[config.mk]
export PLATFORM = sky130hd
export DESIGN_NAME = wb_uart_fifo
export DESIGN_NICKNAME = d
export VERILOG_FILES = /design/src/rtl/wb_uart_fifo.sv
export SDC_FILE = /design/constraint.sdc
export NUM_CORES = 1
export LEC_CHECK = 0
export CORE_MARGIN = 2
export CORE_UTILIZATION = 60
export CTS_CLUSTER_SIZE = 24
export DETAILED_ROUTE_END_ITERATION = 10
export PLACE_DENSITY = 0.82
export SLEW_MARGIN = 20
export SYNTH_ARGS = -nofsm -noshare
export SYNTH_HDL_FRONTEND = slang
export SYNTH_SLANG_ARGS = --single-unit
[constraint.sdc]
create_clock -name wb_clk_i -period 4.6 [get_ports wb_clk_i]
set_clock_uncertainty 0.2 [all_clocks]
set_input_delay 0.92 -clock wb_clk_i [delete_from_list [all_inputs] [get_ports wb_clk_i]]
set_output_delay 0.92 -clock wb_clk_i [all_outputs]
set_load 0.01 [all_outputs]
[src/rtl/wb_uart_fifo.sv]
// Wishbone 8N1 UART with programmable baud divisor and TX/RX FIFOs.
// Optional feature macro UART_LOOPBACK_EN adds the LOOP bit (DIV[31]) for internal TX->RX loopback.
module wb_uart_fifo #(
  parameter int unsigned FIFO_DEPTH = 16,
  parameter int unsigned DIV_W      = 16,
  parameter int unsigned DIV_RESET  = 434
) (
  input  logic        wb_clk_i,
  input  logic        wb_rst_i,
  input  logic [31:0] wb_adr_i,
  input  logic [31:0] wb_dat_i,
  output logic [31:0] wb_dat_o,
  input  logic        wb_we_i,
  input  logic        wb_stb_i,
  input  logic        wb_cyc_i,
  input  logic [3:0]  wb_sel_i,
  output logic        wb_ack_o,
  input  logic        i_uart_rx,
  output logic        o_uart_tx,
  output logic        uart_irq
);
  localparam int unsigned AW = $clog2(FIFO_DEPTH);
  localparam logic [AW:0]      FullCnt = (AW+1)'(FIFO_DEPTH);
  localparam logic [AW:0]      PtrOne  = (AW+1)'(1);
  localparam logic [DIV_W-1:0] TmrOne  = DIV_W'(1);
  localparam logic [DIV_W:0]   HalfOne = (DIV_W+1)'(1);

  typedef enum logic [1:0] {StIdle, StStart, StData, StStop} state_e;

  logic             ack_q, acc, wr, rd;
  logic [1:0]       reg_sel;
  logic [31:0]      dat_q, rdata, rx_cnt_w;
  logic [7:0]       rx_cnt_sat;
  logic [DIV_W-1:0] div_q;
  logic [2:0]       irq_en_q;
  logic             rxovr_q, txovf_q, ferr_q, irq_q, tx_idle, unused_bits;
`ifdef UART_LOOPBACK_EN
  logic             loop_q;
`endif

  logic [7:0]  tx_mem [FIFO_DEPTH];
  logic [7:0]  rx_mem [FIFO_DEPTH];
  logic [AW:0] tx_wp_q, tx_rp_q, tx_cnt, rx_wp_q, rx_rp_q, rx_cnt;
  logic        tx_full, tx_empty, tx_push, tx_pop, tx_ovf_set;
  logic        rx_full, rx_empty, rx_push, rx_pop, rx_ovr_set;
  logic [7:0]  tx_head, rx_head;

  state_e           tx_state_q, tx_state_d, rx_state_q, rx_state_d;
  logic [DIV_W-1:0] tx_tmr_q, tx_tmr_d, tx_div_q, tx_div_d;
  logic [DIV_W-1:0] rx_tmr_q, rx_tmr_d, rx_div_q, rx_div_d;
  logic [DIV_W:0]   rx_half;
  logic [2:0]       tx_idx_q, tx_idx_d, rx_idx_q, rx_idx_d;
  logic [7:0]       tx_sh_q, tx_sh_d, rx_sh_q, rx_sh_d;
  logic             tx_q, tx_d, tx_last, rx_last;
  logic             rx_line, rx_s1_q, rx_s2_q, rx_prev_q, rx_fall, rx_done, rx_ferr;

  assign unused_bits = ^{wb_adr_i, wb_dat_i, wb_sel_i};

  assign acc      = wb_cyc_i & wb_stb_i & ~ack_q;
  assign wr       = acc & wb_we_i & wb_sel_i[0];
  assign rd       = acc & ~wb_we_i;
  assign reg_sel  = wb_adr_i[3:2];
  assign wb_ack_o = ack_q;
  assign wb_dat_o = dat_q;
  assign uart_irq = irq_q;

`ifdef UART_LOOPBACK_EN
  assign rx_line   = loop_q ? tx_q : i_uart_rx;
  assign o_uart_tx = loop_q ? 1'b1 : tx_q;
`else
  assign rx_line   = i_uart_rx;
  assign o_uart_tx = tx_q;
`endif

  assign tx_cnt     = tx_wp_q - tx_rp_q;
  assign tx_full    = (tx_cnt == FullCnt);
  assign tx_empty   = (tx_cnt == '0);
  assign tx_head    = tx_mem[tx_rp_q[AW-1:0]];
  assign tx_push    = wr & (reg_sel == 2'd0) & (~tx_full | tx_pop);
  assign tx_ovf_set = wr & (reg_sel == 2'd0) & tx_full & ~tx_pop;

  assign rx_cnt     = rx_wp_q - rx_rp_q;
  assign rx_full    = (rx_cnt == FullCnt);
  assign rx_empty   = (rx_cnt == '0);
  assign rx_head    = rx_mem[rx_rp_q[AW-1:0]];
  assign rx_pop     = rd & (reg_sel == 2'd0) & ~rx_empty;
  assign rx_push    = rx_done & (~rx_full | rx_pop);
  assign rx_ovr_set = rx_done & rx_full & ~rx_pop;

  assign rx_cnt_w   = 32'(rx_cnt);
  assign rx_cnt_sat = (rx_cnt_w > 32'd255) ? 8'hff : rx_cnt_w[7:0];
  assign tx_idle    = tx_empty & (tx_state_q == StIdle);
  assign tx_last    = (tx_tmr_q == tx_div_q);
  assign rx_last    = (rx_tmr_q == rx_div_q);
  assign rx_half    = ({1'b0, rx_div_q} + HalfOne) >> 1;
  assign rx_fall    = rx_prev_q & ~rx_s2_q;

  always_comb begin
    rdata = '0;
    unique case (reg_sel)
      2'd0: if (!rx_empty) rdata[7:0] = rx_head;
      2'd1: begin
        rdata[5:0]  = {ferr_q, txovf_q, rxovr_q, tx_idle, tx_full, ~rx_empty};
        rdata[15:8] = rx_cnt_sat;
      end
      2'd2: begin
        rdata[DIV_W-1:0] = div_q;
`ifdef UART_LOOPBACK_EN
        rdata[31] = loop_q;
`endif
      end
      2'd3: rdata[2:0] = irq_en_q;
    endcase
  end

  always_comb begin
    tx_state_d = tx_state_q;
    tx_tmr_d   = tx_tmr_q;
    tx_idx_d   = tx_idx_q;
    tx_sh_d    = tx_sh_q;
    tx_div_d   = tx_div_q;
    tx_pop     = 1'b0;
    case (tx_state_q)
      StIdle:  tx_pop = ~tx_empty;
      StStart: begin
        if (tx_last) begin
          tx_tmr_d   = '0;
          tx_idx_d   = '0;
          tx_state_d = StData;
        end else tx_tmr_d = tx_tmr_q + TmrOne;
      end
      StData: begin
        if (tx_last) begin
          tx_tmr_d   = '0;
          tx_sh_d    = {1'b0, tx_sh_q[7:1]};
          tx_idx_d   = tx_idx_q + 3'd1;
          tx_state_d = (tx_idx_q == 3'd7) ? StStop : StData;
        end else tx_tmr_d = tx_tmr_q + TmrOne;
      end
      StStop: begin
        if (tx_last) begin
          tx_pop     = ~tx_empty;
          tx_state_d = StIdle;
        end else tx_tmr_d = tx_tmr_q + TmrOne;
      end
      default: tx_state_d = StIdle;
    endcase
    // Every pop begins a start bit, so STOP chains directly into the next frame.
    if (tx_pop) begin
      tx_sh_d    = tx_head;
      tx_div_d   = div_q;
      tx_tmr_d   = '0;
      tx_state_d = StStart;
    end
    tx_d = (tx_state_d == StStart) ? 1'b0 : (tx_state_d == StData) ? tx_sh_d[0] : 1'b1;
  end

  always_comb begin
    rx_state_d = rx_state_q;
    rx_tmr_d   = rx_tmr_q;
    rx_idx_d   = rx_idx_q;
    rx_sh_d    = rx_sh_q;
    rx_div_d   = rx_div_q;
    rx_done    = 1'b0;
    rx_ferr    = 1'b0;
    case (rx_state_q)
      StIdle: begin
        if (rx_fall) begin
          rx_tmr_d   = TmrOne;  // the edge-detect cycle counts toward the half bit
          rx_div_d   = div_q;
          rx_state_d = StStart;
        end
      end
      StStart: begin
        if (({1'b0, rx_tmr_q} + HalfOne) >= rx_half) begin
          rx_tmr_d   = '0;
          rx_idx_d   = '0;
          rx_state_d = rx_s2_q ? StIdle : StData;
        end else rx_tmr_d = rx_tmr_q + TmrOne;
      end
      StData: begin
        if (rx_last) begin
          rx_tmr_d   = '0;
          rx_sh_d    = {rx_s2_q, rx_sh_q[7:1]};
          rx_idx_d   = rx_idx_q + 3'd1;
          rx_state_d = (rx_idx_q == 3'd7) ? StStop : StData;
        end else rx_tmr_d = rx_tmr_q + TmrOne;
      end
      StStop: begin
        if (rx_last) begin
          rx_done    = rx_s2_q;
          rx_ferr    = ~rx_s2_q;
          rx_state_d = StIdle;
        end else rx_tmr_d = rx_tmr_q + TmrOne;
      end
      default: rx_state_d = StIdle;
    endcase
  end

  always_ff @(posedge wb_clk_i) begin
    if (tx_push) tx_mem[tx_wp_q[AW-1:0]] <= wb_dat_i[7:0];
    if (rx_push) rx_mem[rx_wp_q[AW-1:0]] <= rx_sh_q;
  end

  always_ff @(posedge wb_clk_i) begin
    if (!wb_rst_i) begin
      ack_q      <= 1'b0;
      dat_q      <= '0;
      div_q      <= DIV_W'(DIV_RESET);
      irq_en_q   <= '0;
      rxovr_q    <= 1'b0;
      txovf_q    <= 1'b0;
      ferr_q     <= 1'b0;
      irq_q      <= 1'b0;
`ifdef UART_LOOPBACK_EN
      loop_q     <= 1'b0;
`endif
      tx_wp_q    <= '0;
      tx_rp_q    <= '0;
      rx_wp_q    <= '0;
      rx_rp_q    <= '0;
      tx_state_q <= StIdle;
      tx_tmr_q   <= '0;
      tx_div_q   <= '0;
      tx_idx_q   <= '0;
      tx_sh_q    <= '0;
      tx_q       <= 1'b1;
      rx_state_q <= StIdle;
      rx_tmr_q   <= '0;
      rx_div_q   <= '0;
      rx_idx_q   <= '0;
      rx_sh_q    <= '0;
      rx_s1_q    <= 1'b1;
      rx_s2_q    <= 1'b1;
      rx_prev_q  <= 1'b1;
    end else begin
      ack_q <= acc;
      if (acc) dat_q <= wb_we_i ? 32'd0 : rdata;
      if (wr && reg_sel == 2'd2) begin
        div_q <= wb_dat_i[DIV_W-1:0];
`ifdef UART_LOOPBACK_EN
        loop_q <= wb_dat_i[31];
`endif
      end
      if (wr && reg_sel == 2'd3) irq_en_q <= wb_dat_i[2:0];
      if (wr && reg_sel == 2'd1) begin
        rxovr_q <= rxovr_q & ~wb_dat_i[3];
        txovf_q <= txovf_q & ~wb_dat_i[4];
        ferr_q  <= ferr_q & ~wb_dat_i[5];
      end
      // New events win over a same-cycle clear.
      if (rx_ovr_set) rxovr_q <= 1'b1;
      if (tx_ovf_set) txovf_q <= 1'b1;
      if (rx_ferr)    ferr_q  <= 1'b1;
      irq_q <= |(irq_en_q & {rxovr_q | txovf_q | ferr_q, tx_idle, ~rx_empty});
      if (tx_push) tx_wp_q <= tx_wp_q + PtrOne;
      if (tx_pop)  tx_rp_q <= tx_rp_q + PtrOne;
      if (rx_push) rx_wp_q <= rx_wp_q + PtrOne;
      if (rx_pop)  rx_rp_q <= rx_rp_q + PtrOne;
      tx_state_q <= tx_state_d;
      tx_tmr_q   <= tx_tmr_d;
      tx_div_q   <= tx_div_d;
      tx_idx_q   <= tx_idx_d;
      tx_sh_q    <= tx_sh_d;
      tx_q       <= tx_d;
      rx_state_q <= rx_state_d;
      rx_tmr_q   <= rx_tmr_d;
      rx_div_q   <= rx_div_d;
      rx_idx_q   <= rx_idx_d;
      rx_sh_q    <= rx_sh_d;
      rx_s1_q    <= rx_line;
      rx_s2_q    <= rx_s1_q;
      rx_prev_q  <= rx_s2_q;
    end
  end

endmodule
==> results.json, run 1 <==
{
  "outcome": "finished, final reports clean",
  "clock.fmax_mhz": 245,
  "gr-usage-met1_pct": 34.0,
  "drt_wl_total_microns": 42100,
  "timing.rr.end": "rx_tmr_q[9]",
  "grtUsageMet3_pct": 4.62,
  "track_usage_pct": 26.7,
  "grt_pass1_wl_microns": 65500,
  "overflow": 0,
  "hold_class": "flop to flop",
  "setup_viol": 0,
  "gr-usage-met2_pct": 46.0,
  "yosys_warnings": 0,
  "r2r-start": "rx_tmr_q[0]",
  "hold_viol_final": 0,
  "ys_seq_area_share_pct": 59.5,
  "power_frac_clock_pct": 40.1,
  "cp-end-kind": "flop",
  "synthDistinctLibCells": 64,
  "gp_congestion": 0.886,
  "r2r_slack_ns": 0.52,
  "p_int_mw": 6.64,
  "yosys_most_used_dff": "edfxtp_1",
  "grt_pass1_vias": 12100,
  "p_sw_share_pct": 25.3,
  "cts_setup_buffers": 0,
  "clock-root-buffer": "clkbuf_16",
  "clk_latency_ns": 0.56,
  "drc": 0,
  "synth_edf_count": 256,
  "worstHoldStart": "rx_s1_q",
  "hold_depth": 1,
  "endpoint": "rx_tmr_q[9]",
  "numClockSinks": 418,
  "placed_area_sq_um": 19200,
  "clockBufferDepth": 3,
  "ys_seq_elements": 418,
  "cts_hold_buf": 0,
  "ant_nets": 0,
  "final.setup.tns_ns": 0,
  "cp-start-kind": "flop",
  "clk_pin_slew_ns": 0.06,
  "syn_inst": 1468,
  "drive_above_1_share_pct": 13.4,
  "cts_tree": "done",
  "first_iter_violations": 1265,
  "post_cts_resized": 0,
  "antenna_found_initial": 1,
  "worstMarginPinSlew_ns": 1.07,
  "layout_commonest_cell": "edfxtp_1",
  "p_per_area_nw_per_um2": 431,
  "diodes": 0,
  "hpwl_microns": 27200,
  "worstSetupStartpoint": "rx_tmr_q[0]",
  "rr_worst_depth": 14,
  "seq_power_share_pct": 46.8,
  "most-common-layout-cells": "edfxtp_1, nand2_1, dfxtp_1",
  "vdd_drop_max_v": 0.000241,
  "area_growth_syn_to_layout_pct": 12.5,
  "p_total_mw": 8.89,
  "grt_max_degree": 62,
  "critPathRequiredTime_ns": 4.84,
  "start_util_pct": 60.5,
  "die-width_microns": 179,
  "design_area_sq_um": 20700,
  "num_rows": 64,
  "drv_cap": 0,
  "io_pins": 109,
  "drt-vias-per-instance": 6.25,
  "cts_made_buffers": 42,
  "arrival_ns": 4.32,
  "num_vias": 12200,
  "power_frac_comb_pct": 13.1,
  "place_ws_ns": 0.468,
  "cts_htree_levels": 2,
  "dp.cells": 1869,
  "firstDrtPassIters": 6,
  "wl_per_cell_microns": 21.6,
  "synth.avg_cell_area_sq_um": 12.5,
  "crit_fanout": 9,
  "slew_viol_final": 0,
  "relSlewSlack_pct": 28.2,
  "netlist_area_sq_um": 18400,
  "core_sq_um": 30300,
  "nets": 1643,
  "layout_setup_ws_ns": 0.520,
  "fin_crit_sh_pct": 88.7,
  "busiest_layer": "met2",
  "dieArea_sq_um": 32000,
  "portBuffers": 43,
  "p_switching_mw": 2.25,
  "min_period_ns": 4.08,
  "die_h_microns": 179,
  "crit_type": "flop to flop",
  "ys_async_sr_fraction_pct": 0,
  "instances_no_fill": 1947,
  "p_leak_nw": 6.89,
  "grt_setup_unrepaired": "no"
}
==> worst max-delay path, stage by stage (launching register included) <==
cell and delay, ns:
dfxtp_1 0.51, ha_1 0.25, nand3_1 0.21, nor3_1 0.44, and3_1 0.23, nor2_1 0.05
or2_2 0.31, ha_1 0.32, nand4_1 0.14, nor4_1 0.08, a311oi_1 0.39, o2111a_1 0.38
buf_4 0.22, o221ai_1 0.11, o21ai_0 0.13
==> metrics by stage <==
step                util [%]  hold WS [ns]
global placement        63.2         0.201
detailed placement      63.2         0.201
CTS                     68.1         0.226
floorplan                  -         0.186
global route            68.1         0.251
finish                  68.1         0.226
==> cell usage after synthesis (3+ instances only) <==
| cell | count | area share, % |
|---|---|---|
| o21ai_0 | 42 | 1.1 |
| and2_1 | 7 | 0.24 |
| buf_1 | 8 | 0.16 |
| nand3b_1 | 6 | 0.25 |
| inv_1 | 39 | 0.80 |
| o211ai_1 | 3 | 0.12 |
| a21oi_1 | 86 | 2.3 |
| a22oi_1 | 12 | 0.49 |
| nor3_1 | 27 | 0.74 |
| or4_1 | 5 | 0.20 |
| xnor2_1 | 54 | 2.6 |
| o31ai_1 | 4 | 0.16 |
| ha_1 | 51 | 3.5 |
| o221ai_1 | 11 | 0.52 |
| xor2_1 | 9 | 0.43 |
| mux4_2 | 80 | 9.8 |
| buf_4 | 18 | 0.74 |
| edfxtp_1 | 256 | 42 |
| mux2i_1 | 15 | 0.82 |
| a22o_1 | 4 | 0.19 |
| buf_2 | 13 | 0.35 |
| nand2_1 | 178 | 3.6 |
| nor2_1 | 110 | 2.2 |
| nand4_1 | 17 | 0.58 |
| a31oi_1 | 10 | 0.34 |
| a211oi_1 | 3 | 0.12 |
| nand2b_1 | 14 | 0.48 |
| or3_1 | 8 | 0.27 |
| a21o_1 | 6 | 0.25 |
| nor2b_1 | 14 | 0.48 |
| or2_2 | 14 | 0.48 |
| o21a_1 | 7 | 0.29 |
| nor4_1 | 5 | 0.17 |
| and3_1 | 21 | 0.72 |
| clkbuf_1 | 45 | 0.92 |
| o22ai_1 | 5 | 0.17 |
| dfxtp_1 | 162 | 18 |
| a311oi_1 | 8 | 0.38 |
| nand3_1 | 58 | 1.6 |
==> worst min path at each step <==
stage	end	slack (ns)
2_1_floorplan	rx_s2_q	0.19
3_3_place_gp	rx_s2_q	0.20
3_5_place_dp	rx_s2_q	0.20
4_1_cts	rx_s2_q	0.23
5_1_grt	rx_s2_q	0.25
6_report	rx_s2_q	0.23
==> power by group through the flow <==
stage	Combinational (mW)	Sequential (mW)	Clock, mW
2_1_floorplan	0.955	4.16	0
3_3_place_gp	1.11	4.24	0
3_5_place_dp	1.14	4.25	0
4_1_cts	1.16	4.17	3.60
5_1_grt	1.28	4.18	3.75
6_report	1.16	4.16	3.57
==> registers in the layout (all words and copies together) (netlist names), 2 cells and up, named ones only <==
signal / count
tx_wp_q: 5
rx_tmr_q: 16
div_q: 16
rx_div_q: 16
tx_rp_q: 5
rx_mem: 128
tx_tmr_q: 16
tx_mem: 128
tx_sh_q: 8
irq_en_q: 3
rx_wp_q: 5
tx_idx_q: 3
rx_rp_q: 5
rx_idx_q: 3
tx_div_q: 16
tx_state_q: 2
rx_sh_q: 8
wb_dat_o: 16
==> final cells by class <==
cell class | count | area [sq um]
fill | 2019 | 9690
multi-input combinational | 940 | 6930
clock buffer | 61 | 1260
clock inverter | 17 | 211
tap | 396 | 495
timing repair buffer | 75 | 678
sequential | 418 | 10900
inverter | 40 | 150
==> routing by layer <==
layer | vias up | share of wire, % | wire (microns)
met5 | - | 0 | 0
met4 | 0 | 3.5 | 1470
met3 | 101 | 7.1 | 3010
met2 | 547 | 50 | 21100
met1 | 6012 | 39 | 16600
li1 | 5505 | - | -
==> cell families after synthesis <==
kind of cell / after synthesis / share of synthesized area [%]
DFF: 418 / 59.5
xor gates and xnor gates: 63 / 3.01
and+or+nand+nor: 495 / 12.7
muxes: 95 / 10.6
AOI/OAI and AO/OA: 219 / 7.46
adders and majority gates: 52 / 3.59
buffers and inverters: 125 / 3.05
other: 1 / 0.0204
(Power assumes the default switching activity.)
==> run 2, diff against run 1 <==
- GPL_TIMING_DRIVEN: unset -> 1
- TNS_END_PERCENT: unset -> 5
==> results of run 2 <==
Same layout as run 1: the final DEF is identical, and so are final timing and power.
==> run 3, diff against run 2 <==
- CELL_PAD_IN_SITES_DETAIL_PLACEMENT: unset -> 1
- CELL_PAD_IN_SITES_GLOBAL_PLACEMENT: unset -> 1
- CORE_UTILIZATION: 60 -> 49
- clock period: 4.6 -> 4.1 ns (I/O delays scaled with it)
==> run 3 against run 2 <==
Compared with the run above:
- cell count rose by 4.8%
- critical path depth fell by 4
- sequential cell count did not move
- die area rose by 22%
- first-iteration DRC count fell by 28%
- core utilization fell by 11 points
- fmax rose by 3.2%
- setup slack got worse by 0.38 ns
- via count rose by 1.4%
- critical path type unchanged
==> results.json, run 3 (synthesis gave the netlist of run 1 again) <==
{
  "arrival_ns": 3.97,
  "drt_wl_total_microns": 49100,
  "cts_setup_buffers": 0,
  "cp_common_cell": "inv_1",
  "dieArea_sq_um": 39000,
  "cts_htree_levels": 2,
  "core_sq_um": 36800,
  "most-common-layout-cells": "edfxtp_1, nand2_1, dfxtp_1",
  "crit_type": "flop to flop",
  "die_h_microns": 198,
  "outcome": "finished, final reports clean",
  "gp_congestion": 0.890,
  "path_cells": "inv_1 > ha_1 > inv_1 > fa_1 > a21o_1 > a21oi_1 > xnor2_1 > nand2b_1 > o21a_1 > and3_1",
  "min_period_ns": 3.95,
  "final_core_util_pct": 56.7,
  "portBuffers": 43,
  "critPathSlowestCell": "and3_1",
  "antenna_found_initial": 1,
  "hpwl_microns": 31900,
  "overflow": 0,
  "worst-path-buf-inv": 2,
  "p_leak_nw": 6.98,
  "slowest_delay_ns": 0.57,
  "ant_nets": 0,
  "crit_family": "compound AO/OA/AOI/OAI gates",
  "worstMarginPinSlew_ns": 1.02,
  "clock-root-buffer": "clkbuf_16",
  "cts_tree": "done",
  "hold_class": "flop to flop",
  "grt_pass1_wl_microns": 76700,
  "wl_per_cell_microns": 24.1,
  "die-width_microns": 198,
  "final.setup.tns_ns": 0,
  "clockBufferDepth": 3,
  "setup_viol": 0,
  "drv_cap": 0,
  "track_usage_pct": 25.8,
  "clk_latency_ns": 0.58,
  "p_total_mw": 10.1,
  "clock.fmax_mhz": 253,
  "first_iter_violations": 911,
  "start_util_pct": 49.9,
  "fin_crit_sh_pct": 96.5,
  "crit_fanout": 14,
  "clk_pin_slew_ns": 0.06,
  "drc": 0,
  "area_growth_syn_to_layout_pct": 13.7,
  "nets": 1662,
  "place_ws_ns": 0.241,
  "grt_pass1_vias": 13100,
  "p_per_area_nw_per_um2": 486,
  "firstDrtPassIters": 5,
  "drive_above_1_share_pct": 14.4,
  "num_vias": 12300,
  "numClockSinks": 418,
  "cts_hold_buf": 0,
  "hold_viol_final": 0,
  "critPathRequiredTime_ns": 4.12,
  "grt_setup_unrepaired": "no",
  "design_area_sq_um": 20900,
  "num_rows": 70,
  "cp-end-kind": "flop",
  "drt-vias-per-instance": 6.05,
  "placed_area_sq_um": 19400,
  "post_cts_resized": 0,
  "io_pins": 109,
  "layout_setup_ws_ns": 0.145,
  "vdd_drop_max_v": 0.000283,
  "grt_max_degree": 59,
  "num-fill-cells": 3691,
  "cp-start-kind": "flop",
  "relSlewSlack_pct": 31.6,
  "cts_made_buffers": 44,
  "layout_commonest_cell": "edfxtp_1",
  "slew_viol_final": 0
}
==> run 3: final cells by class <==
cell class                      instances  area, sq um  area share, %
Clock buffer                           59         1240           5.94
Multi-Input combinational cell        940         6940           33.2
Clock inverter                         23          221           1.06
Inverter                               40          151          0.725
Tap cell                              468          586           2.81
Timing Repair Buffer                   92          806           3.86
Antenna cell                            1         2.50         0.0120
Sequential cell                       418        10900           52.4
==> run 3: final timing paths <==
check	from	endpoint	slack, ns	cells after the start
setup / recovery	rx_wp_q[0]	rx_mem[8][2]	0.15	10
hold / removal	rx_s1_q	rx_s2_q	0.21	1
setup reg to reg	rx_wp_q[0]	rx_mem[8][2]	0.15	10
hold reg to reg	rx_s1_q	rx_s2_q	0.21	1
==> run 3: power breakdown <==
part | internal (mW) | switching (mW) | leakage (nW) | total [mW]
clock network | 2.34 | 1.72 | 0.728 | 4.06
logic | 0.566 | 0.883 | 2.61 | 1.45
registers | 4.52 | 0.112 | 3.65 | 4.64
total | 7.43 | 2.72 | 6.98 | 10.1
==> run 3: metal layers <==
layer | GRT usage [%] | vias up | wire, microns
met5 | 0 | - | 0
met2 | 43.4 | 386 | 24200
li1 | - | 5542 | -
met4 | 9.55 | 0 | 1720
met1 | 33.8 | 6300 | 20600
met3 | 4.05 | 110 | 2580
==> run 3: metrics by stage <==
stage               hold slack (ns)  instances
finish                        0.215       2041
global route                  0.240       2040
CTS                           0.219       2040
detailed placement            0.202       1958
global placement              0.194       1958
floorplan                     0.186       1483
